--- config.mk ---
export PLATFORM = sky130hd
export DESIGN_NAME = sw_ctrl_flat
export DESIGN_NICKNAME = d
export VERILOG_FILES = /design/src/rtl/sw_ctrl_if.sv /design/src/rtl/sw_ctrl.sv /design/src/flat_wrapper.sv
export SDC_FILE = /design/constraint.sdc
export NUM_CORES = 1
export LEC_CHECK = 0
export ABC_CLOCK_PERIOD_IN_PS = 6150
export CORE_MARGIN = 1
export CORE_UTILIZATION = 50
export DETAILED_ROUTE_END_ITERATION = 12
export GPL_TIMING_DRIVEN = 0
export PLACE_DENSITY_LB_ADDON = 0.05
export RECOVER_POWER = 25
export SLEW_MARGIN = 10
export SYNTH_ARGS = -nofsm -noshare
export SYNTH_HDL_FRONTEND = slang
export SYNTH_SLANG_ARGS = --single-unit
--- constraint.sdc ---
create_clock -name clk -period 6.15 [get_ports clk]
set_input_delay 0.615 -clock clk [delete_from_list [all_inputs] [get_ports clk]]
set_output_delay 0.615 -clock clk [all_outputs]
set_load 0.05 [all_outputs]
--- src/rtl/sw_ctrl_if.sv ---
// Stopwatch control bundle: raw buttons in, control strobes and status out.
// The controller side takes the slave modport.
interface sw_ctrl_if #(
    parameter int LAP_W = 4
);
    logic             btn_start;
    logic             btn_split;
    logic             btn_clear;
    logic             cent_tick;
    logic             cnt_clr;
    logic             splitcheck;
    logic             running;
    logic             frozen;
    logic [LAP_W-1:0] lap_cnt;

    modport master (
        output btn_start,
        output btn_split,
        output btn_clear,
        input  cent_tick,
        input  cnt_clr,
        input  splitcheck,
        input  running,
        input  frozen,
        input  lap_cnt
    );

    modport slave (
        input  btn_start,
        input  btn_split,
        input  btn_clear,
        output cent_tick,
        output cnt_clr,
        output splitcheck,
        output running,
        output frozen,
        output lap_cnt
    );
endinterface

--- src/rtl/sw_ctrl.sv ---
// Stopwatch control sequencer: button conditioning, run/stop/idle FSM,
// centisecond divider, split/freeze mirror and saturating lap counter.
module sw_ctrl #(
    parameter int TICK_DIV = 1_000_000,
    parameter int LAP_W    = 4
) (
    input  logic        clk,
    input  logic        rst,
    sw_ctrl_if.slave    bus
);
    localparam int DIV_W = (TICK_DIV > 2) ? $clog2(TICK_DIV) : 1;
    localparam logic [DIV_W-1:0] DIV_MAX = DIV_W'(TICK_DIV - 1);
    localparam logic [LAP_W-1:0] LAP_MAX = '1;

    typedef enum logic [1:0] {
        IDLE = 2'd0,
        RUN  = 2'd1,
        STOP = 2'd2
    } state_t;

    // Button vectors are ordered {clear, start, split}
    logic [2:0] s1;
    logic [2:0] s2;
    logic [2:0] s3;
    logic [2:0] ev;
    logic       ev_clr;
    logic       ev_start;
    logic       ev_split;

    state_t           state;
    state_t           state_n;
    logic [DIV_W-1:0] div;
    logic [DIV_W-1:0] div_n;
    logic             tick_q;
    logic             tick_n;
    logic             clr_q;
    logic             clr_n;
    logic             split_q;
    logic             split_n;
    logic             run_q;
    logic             frozen_q;
    logic             frozen_n;
    logic [LAP_W-1:0] lap_q;
    logic [LAP_W-1:0] lap_n;

    always_ff @(posedge clk or posedge rst) begin
        if (rst) begin
            s1 <= '0;
            s2 <= '0;
            s3 <= '0;
        end else begin
            s1 <= {bus.btn_clear, bus.btn_start, bus.btn_split};
            s2 <= s1;
            s3 <= s2;
        end
    end

    assign ev = s2 & ~s3;

    // Only the highest-priority event of a cycle survives
    assign ev_clr   = ev[2];
    assign ev_start = ev[1] & ~ev[2];
    assign ev_split = ev[0] & ~ev[1] & ~ev[2];

    always_comb begin
        state_n  = state;
        div_n    = div;
        tick_n   = 1'b0;
        clr_n    = 1'b0;
        split_n  = 1'b0;
        frozen_n = frozen_q;
        lap_n    = lap_q;

        if (state == RUN) begin
            if (div == DIV_MAX) begin
                div_n  = '0;
                tick_n = 1'b1;
            end else begin
                div_n = div + DIV_W'(1);
            end
        end

        unique case (state)
            IDLE: begin
                if (ev_clr) begin
                    clr_n = 1'b1;
                    div_n = '0;
                end else if (ev_start) begin
                    state_n = RUN;
                end
            end
            RUN: begin
                if (ev_start) begin
                    state_n = STOP;
                end else if (ev_split) begin
                    split_n  = 1'b1;
                    frozen_n = ~frozen_q;
                    if (!frozen_q && lap_q != LAP_MAX)
                        lap_n = lap_q + LAP_W'(1);
                end
            end
            STOP: begin
                if (ev_clr) begin
                    clr_n   = 1'b1;
                    div_n   = '0;
                    lap_n   = '0;
                    state_n = IDLE;
                    // Release a frozen display together with the clear
                    if (frozen_q) begin
                        split_n  = 1'b1;
                        frozen_n = 1'b0;
                    end
                end else if (ev_start) begin
                    state_n = RUN;
                end else if (ev_split && frozen_q) begin
                    split_n  = 1'b1;
                    frozen_n = 1'b0;
                end
            end
            default: begin
                state_n = IDLE;
            end
        endcase
    end

    always_ff @(posedge clk or posedge rst) begin
        if (rst) begin
            state    <= IDLE;
            div      <= '0;
            tick_q   <= 1'b0;
            clr_q    <= 1'b0;
            split_q  <= 1'b0;
            run_q    <= 1'b0;
            frozen_q <= 1'b0;
            lap_q    <= '0;
        end else begin
            state    <= state_n;
            div      <= div_n;
            tick_q   <= tick_n;
            clr_q    <= clr_n;
            split_q  <= split_n;
            run_q    <= (state_n == RUN);
            frozen_q <= frozen_n;
            lap_q    <= lap_n;
        end
    end

    assign bus.cent_tick  = tick_q;
    assign bus.cnt_clr    = clr_q;
    assign bus.splitcheck = split_q;
    assign bus.running    = run_q;
    assign bus.frozen     = frozen_q;
    assign bus.lap_cnt    = lap_q;
endmodule

--- src/flat_wrapper.sv ---
// flat-port wrapper written by rule: the top's interface ports become plain ports
module sw_ctrl_flat 
#(
    parameter int TICK_DIV = 1_000_000,
    parameter int LAP_W    = 4
)
  (clk, rst, bus_btn_start, bus_btn_split, bus_btn_clear, bus_cent_tick, bus_cnt_clr, bus_splitcheck, bus_running, bus_frozen, bus_lap_cnt);
  sw_ctrl_if #(.LAP_W(LAP_W)) bus_i ();
  input  logic clk;
  input  logic rst;
  input wire logic [$bits(bus_i.btn_start)-1:0] bus_btn_start;
  input wire logic [$bits(bus_i.btn_split)-1:0] bus_btn_split;
  input wire logic [$bits(bus_i.btn_clear)-1:0] bus_btn_clear;
  output wire logic [$bits(bus_i.cent_tick)-1:0] bus_cent_tick;
  output wire logic [$bits(bus_i.cnt_clr)-1:0] bus_cnt_clr;
  output wire logic [$bits(bus_i.splitcheck)-1:0] bus_splitcheck;
  output wire logic [$bits(bus_i.running)-1:0] bus_running;
  output wire logic [$bits(bus_i.frozen)-1:0] bus_frozen;
  output wire logic [$bits(bus_i.lap_cnt)-1:0] bus_lap_cnt;
  assign bus_i.btn_start = bus_btn_start;
  assign bus_i.btn_split = bus_btn_split;
  assign bus_i.btn_clear = bus_btn_clear;
  assign bus_cent_tick = bus_i.cent_tick;
  assign bus_cnt_clr = bus_i.cnt_clr;
  assign bus_splitcheck = bus_i.splitcheck;
  assign bus_running = bus_i.running;
  assign bus_frozen = bus_i.frozen;
  assign bus_lap_cnt = bus_i.lap_cnt;
  sw_ctrl #(.TICK_DIV(TICK_DIV), .LAP_W(LAP_W)) u_core (.clk(clk), .rst(rst), .bus(bus_i));
endmodule
==> results_dict.tcl <==
set metrics [dict create \
    post_cts_buffers 0 \
    die_x_um 64.1 \
    drc_errors 0 \
    cp_num_cells 8 \
    grt_pass1_wl_mm 6.59 \
    hold_class "reg -> reg" \
    vias 1490 \
    h-tree-depth 2 \
    slowest_delay_ns 0.45 \
    synth.most_common_cell "dfrtp_1" \
    yosys.area.top_type "dfrtp_1" \
    synthCells 189 \
    yosysTopAreaCellShare_pct 51.9 \
    switching_share_pct 38.1 \
    p_int_w 0.000506 \
    antenna_found_initial 0 \
    outcome "complete, no violations" \
    ios 14 \
    synth_nets 200 \
    grt_max_degree 41 \
    synth-main-ff-cell "dfrtp_1" \
    fmax_mhz 453 \
    grt_pass1_vias 1523 \
    clockBufferDepth 2 \
    leakage_nw 0.946 \
    grt_util_all_layers_pct 21.2 \
    mappedNetlistArea_um2 1930 \
    start_util_pct 52.3 \
    overflow 0 \
    synth_cell_type_count 40 \
    gp_congestion 0.801 \
    setup-tns-final_ns 0 \
    rsz0062_at_grt "false" \
    reg2regPathDepth 8 \
    drt_iter0_drc 79 \
    die_area_um2 4110 \
    crit_path_start_kind "flop" \
    yosys-top-cells-area "dfrtp_1 52%, xor2_1 4.1%, ha_1 3.9%" \
    r2r_end "u_core.div[12]" \
    cts_tree "done" \
    core_um2 3690 \
    cts_inserted_buffers 5 \
    io_buffer_count 13 \
    vdd_drop_max_mv 0.216 \
    cts.repair.resized 0 \
    path_buf_inv 3 \
    slowest_stage "o41ai_1" \
    cp.required_ns 6.31 \
    clk_pin_slew_ns 0.08 \
    cts-root-buf "clkbuf_8" \
    period_needed_ns 2.21 \
    crit_chain "inv_1, ha_1, buf_4, and3_1, nand2_1, o41ai_1, buf_2, a21oi_1" \
    num_rows 22 \
    cp_top_family "buffers and inverters" \
    via_per_inst 5.78 \
    avgSynthCellArea_um2 10.2 \
    wl_per_cell_um 14.4 \
    rrSetupSlack_ns 3.94 \
    drt_wl_total_mm 3.70 \
    final.setup_skew_ns 0.00813 \
    power_density_nw_per_um2 369 \
    comb_power_share_pct 37.4 \
    insertedDiodeCount 0 \
    final_nets 220 \
    holdWs_ns 0.358 \
    synth_seq_cells 40 \
    setup.worst_path.end_class "flop" \
    yosys-top-cells-count "40 x dfrtp_1, 15 x nor2_1, 12 x nand2_1" \
    cts_hold_buf 0 \
    syn2layout_area_growth_pct 14.9 \
    insertion_delay_ns 0.29 \
    post-route-period-util_pct 35.9 \
    chipHeight_um 64.1 \
    cp_data_arrival_time_ns 2.37 \
    synth-seq-area-share_pct 51.9 \
    drv_slew 0 \
    yosys_warnings 0 \
    cap_violations 0 \
    drtPass1Iterations 4 \
    netSwitchingPower_w 0.000311 \
    crit_end "u_core.div[12]" \
    worstSetupPathType "reg -> reg" \
    hold_viol 0 \
    place_hpwl_mm 2.61 \
    sequentialPowerShare_pct 40.5 \
    synth_edf_count 0 \
    relSlewSlack_pct 3.42 \
    clock_sinks 40 \
    drive_gt1_share_pct 8.57 \
    final_antenna_net_count 0 \
    cp-startpoint "u_core.state[1]" \
    ys_async_sr_fraction_pct 100 \
    tightest_slew_ns 1.45 \
    clkPwrFrac_pct 22.0 \
    setup_violations 0 \
    r2r-start "u_core.state[1]" \
    cp_max_fo 10 \
]
[registers in the layout, indices dropped and copies added, names as in the netlist]
register,flops
u_core.s3,3
u_core.bus.running,1
u_core.s1,3
u_core.state,2
u_core.div,20
u_core.s2,3
u_core.bus.lap_cnt,4
u_core.bus.frozen,1
u_core.bus.cent_tick,1
u_core.bus.cnt_clr,1
u_core.bus.splitcheck,1
[per-layer routing]
metal  track usage, %  share of wire (%)  vias to the layer above
li1                 -                  -                      720
met2             33.1                 45                       58
met3             5.00                7.0                       10
met5                0                  0                        -
met4             9.44                2.0                        0
met1             28.1                 46                      702
[metrics by stage]
stage          std cells  instance area [um2]  util, %  setup slack, ns  power [W]
6_report             258                 2220     60.1             3.94   0.000817
2_1_floorplan        189                 1930        -             4.20   0.000558
3_5_place_dp         250                 2120     57.5             3.98   0.000644
4_1_cts              258                 2220     60.1             3.95   0.000825
3_3_place_gp         250                 2120     57.5             3.86   0.000628
5_1_grt              258                 2220     60.1             3.70   0.000875
[worst min-delay path by stage]
stage                      start           end  cells after the start  slack, ns
global placement    u_core.s1[2]  u_core.s2[2]                      0       0.33
global route        u_core.s1[0]  u_core.s2[0]                      0       0.37
finish              u_core.s1[2]  u_core.s2[2]                      0       0.36
floorplan           u_core.s1[0]  u_core.s2[0]                      0       0.33
detailed placement  u_core.s1[2]  u_core.s2[2]                      0       0.34
CTS                 u_core.s1[2]  u_core.s2[2]                      0       0.36
[worst reg2reg max path, stage by stage (launching register included)]
cell,delay [ns]
dfrtp_1,0.40
inv_1,0.13
ha_1,0.16
buf_4,0.16
and3_1,0.24
nand2_1,0.14
o41ai_1,0.45
buf_2,0.32
a21oi_1,0.09
[power groups by stage]
stage	Sequential [W]	Combinational, W	Clock [W]
after detailed placement	0.000337	0.000307	0
final	0.000331	0.000306	0.000180
after global routing	0.000338	0.000340	0.000198
after floorplan	0.000395	0.000163	0
after CTS	0.000332	0.000307	0.000186
after global placement	0.000333	0.000295	0
[layout make-up]
cell class                      instances  area, um2
Inverter                                7       26.3
Timing Repair Buffer                   13        130
Tap cell                               48       60.1
Buffer                                  7       33.8
Clock inverter                          2       15.0
Multi-Input combinational cell        135        868
Sequential cell                        40       1000
Clock buffer                            6       82.6
Fill cell                             322       1470
[cell families (layout without fill, tap and decap cells)]
logic type / Yosys count / count (layout) / synth area share (%)
xor+xnor: 10 / 10 / 4.54
simple gates: 78 / 78 / 22.3
fa+ha+maj: 6 / 6 / 3.89
buf+inv: 14 / 35 / 3.11
flops: 40 / 40 / 51.9
compound gates: 38 / 38 / 12.6
mux: 3 / 3 / 1.69
[placed cells by master, fill, tap and decap left out, drive strengths merged, types with 10 or more instances in the layout]
cell   synthesis  routed
a21oi         12      12
dfrtp         40      40
nand2         12      12
nor2          15      15
o21ai         10      10
or3           12      12
No activity file was read; power rests on OpenSTA's default activity.
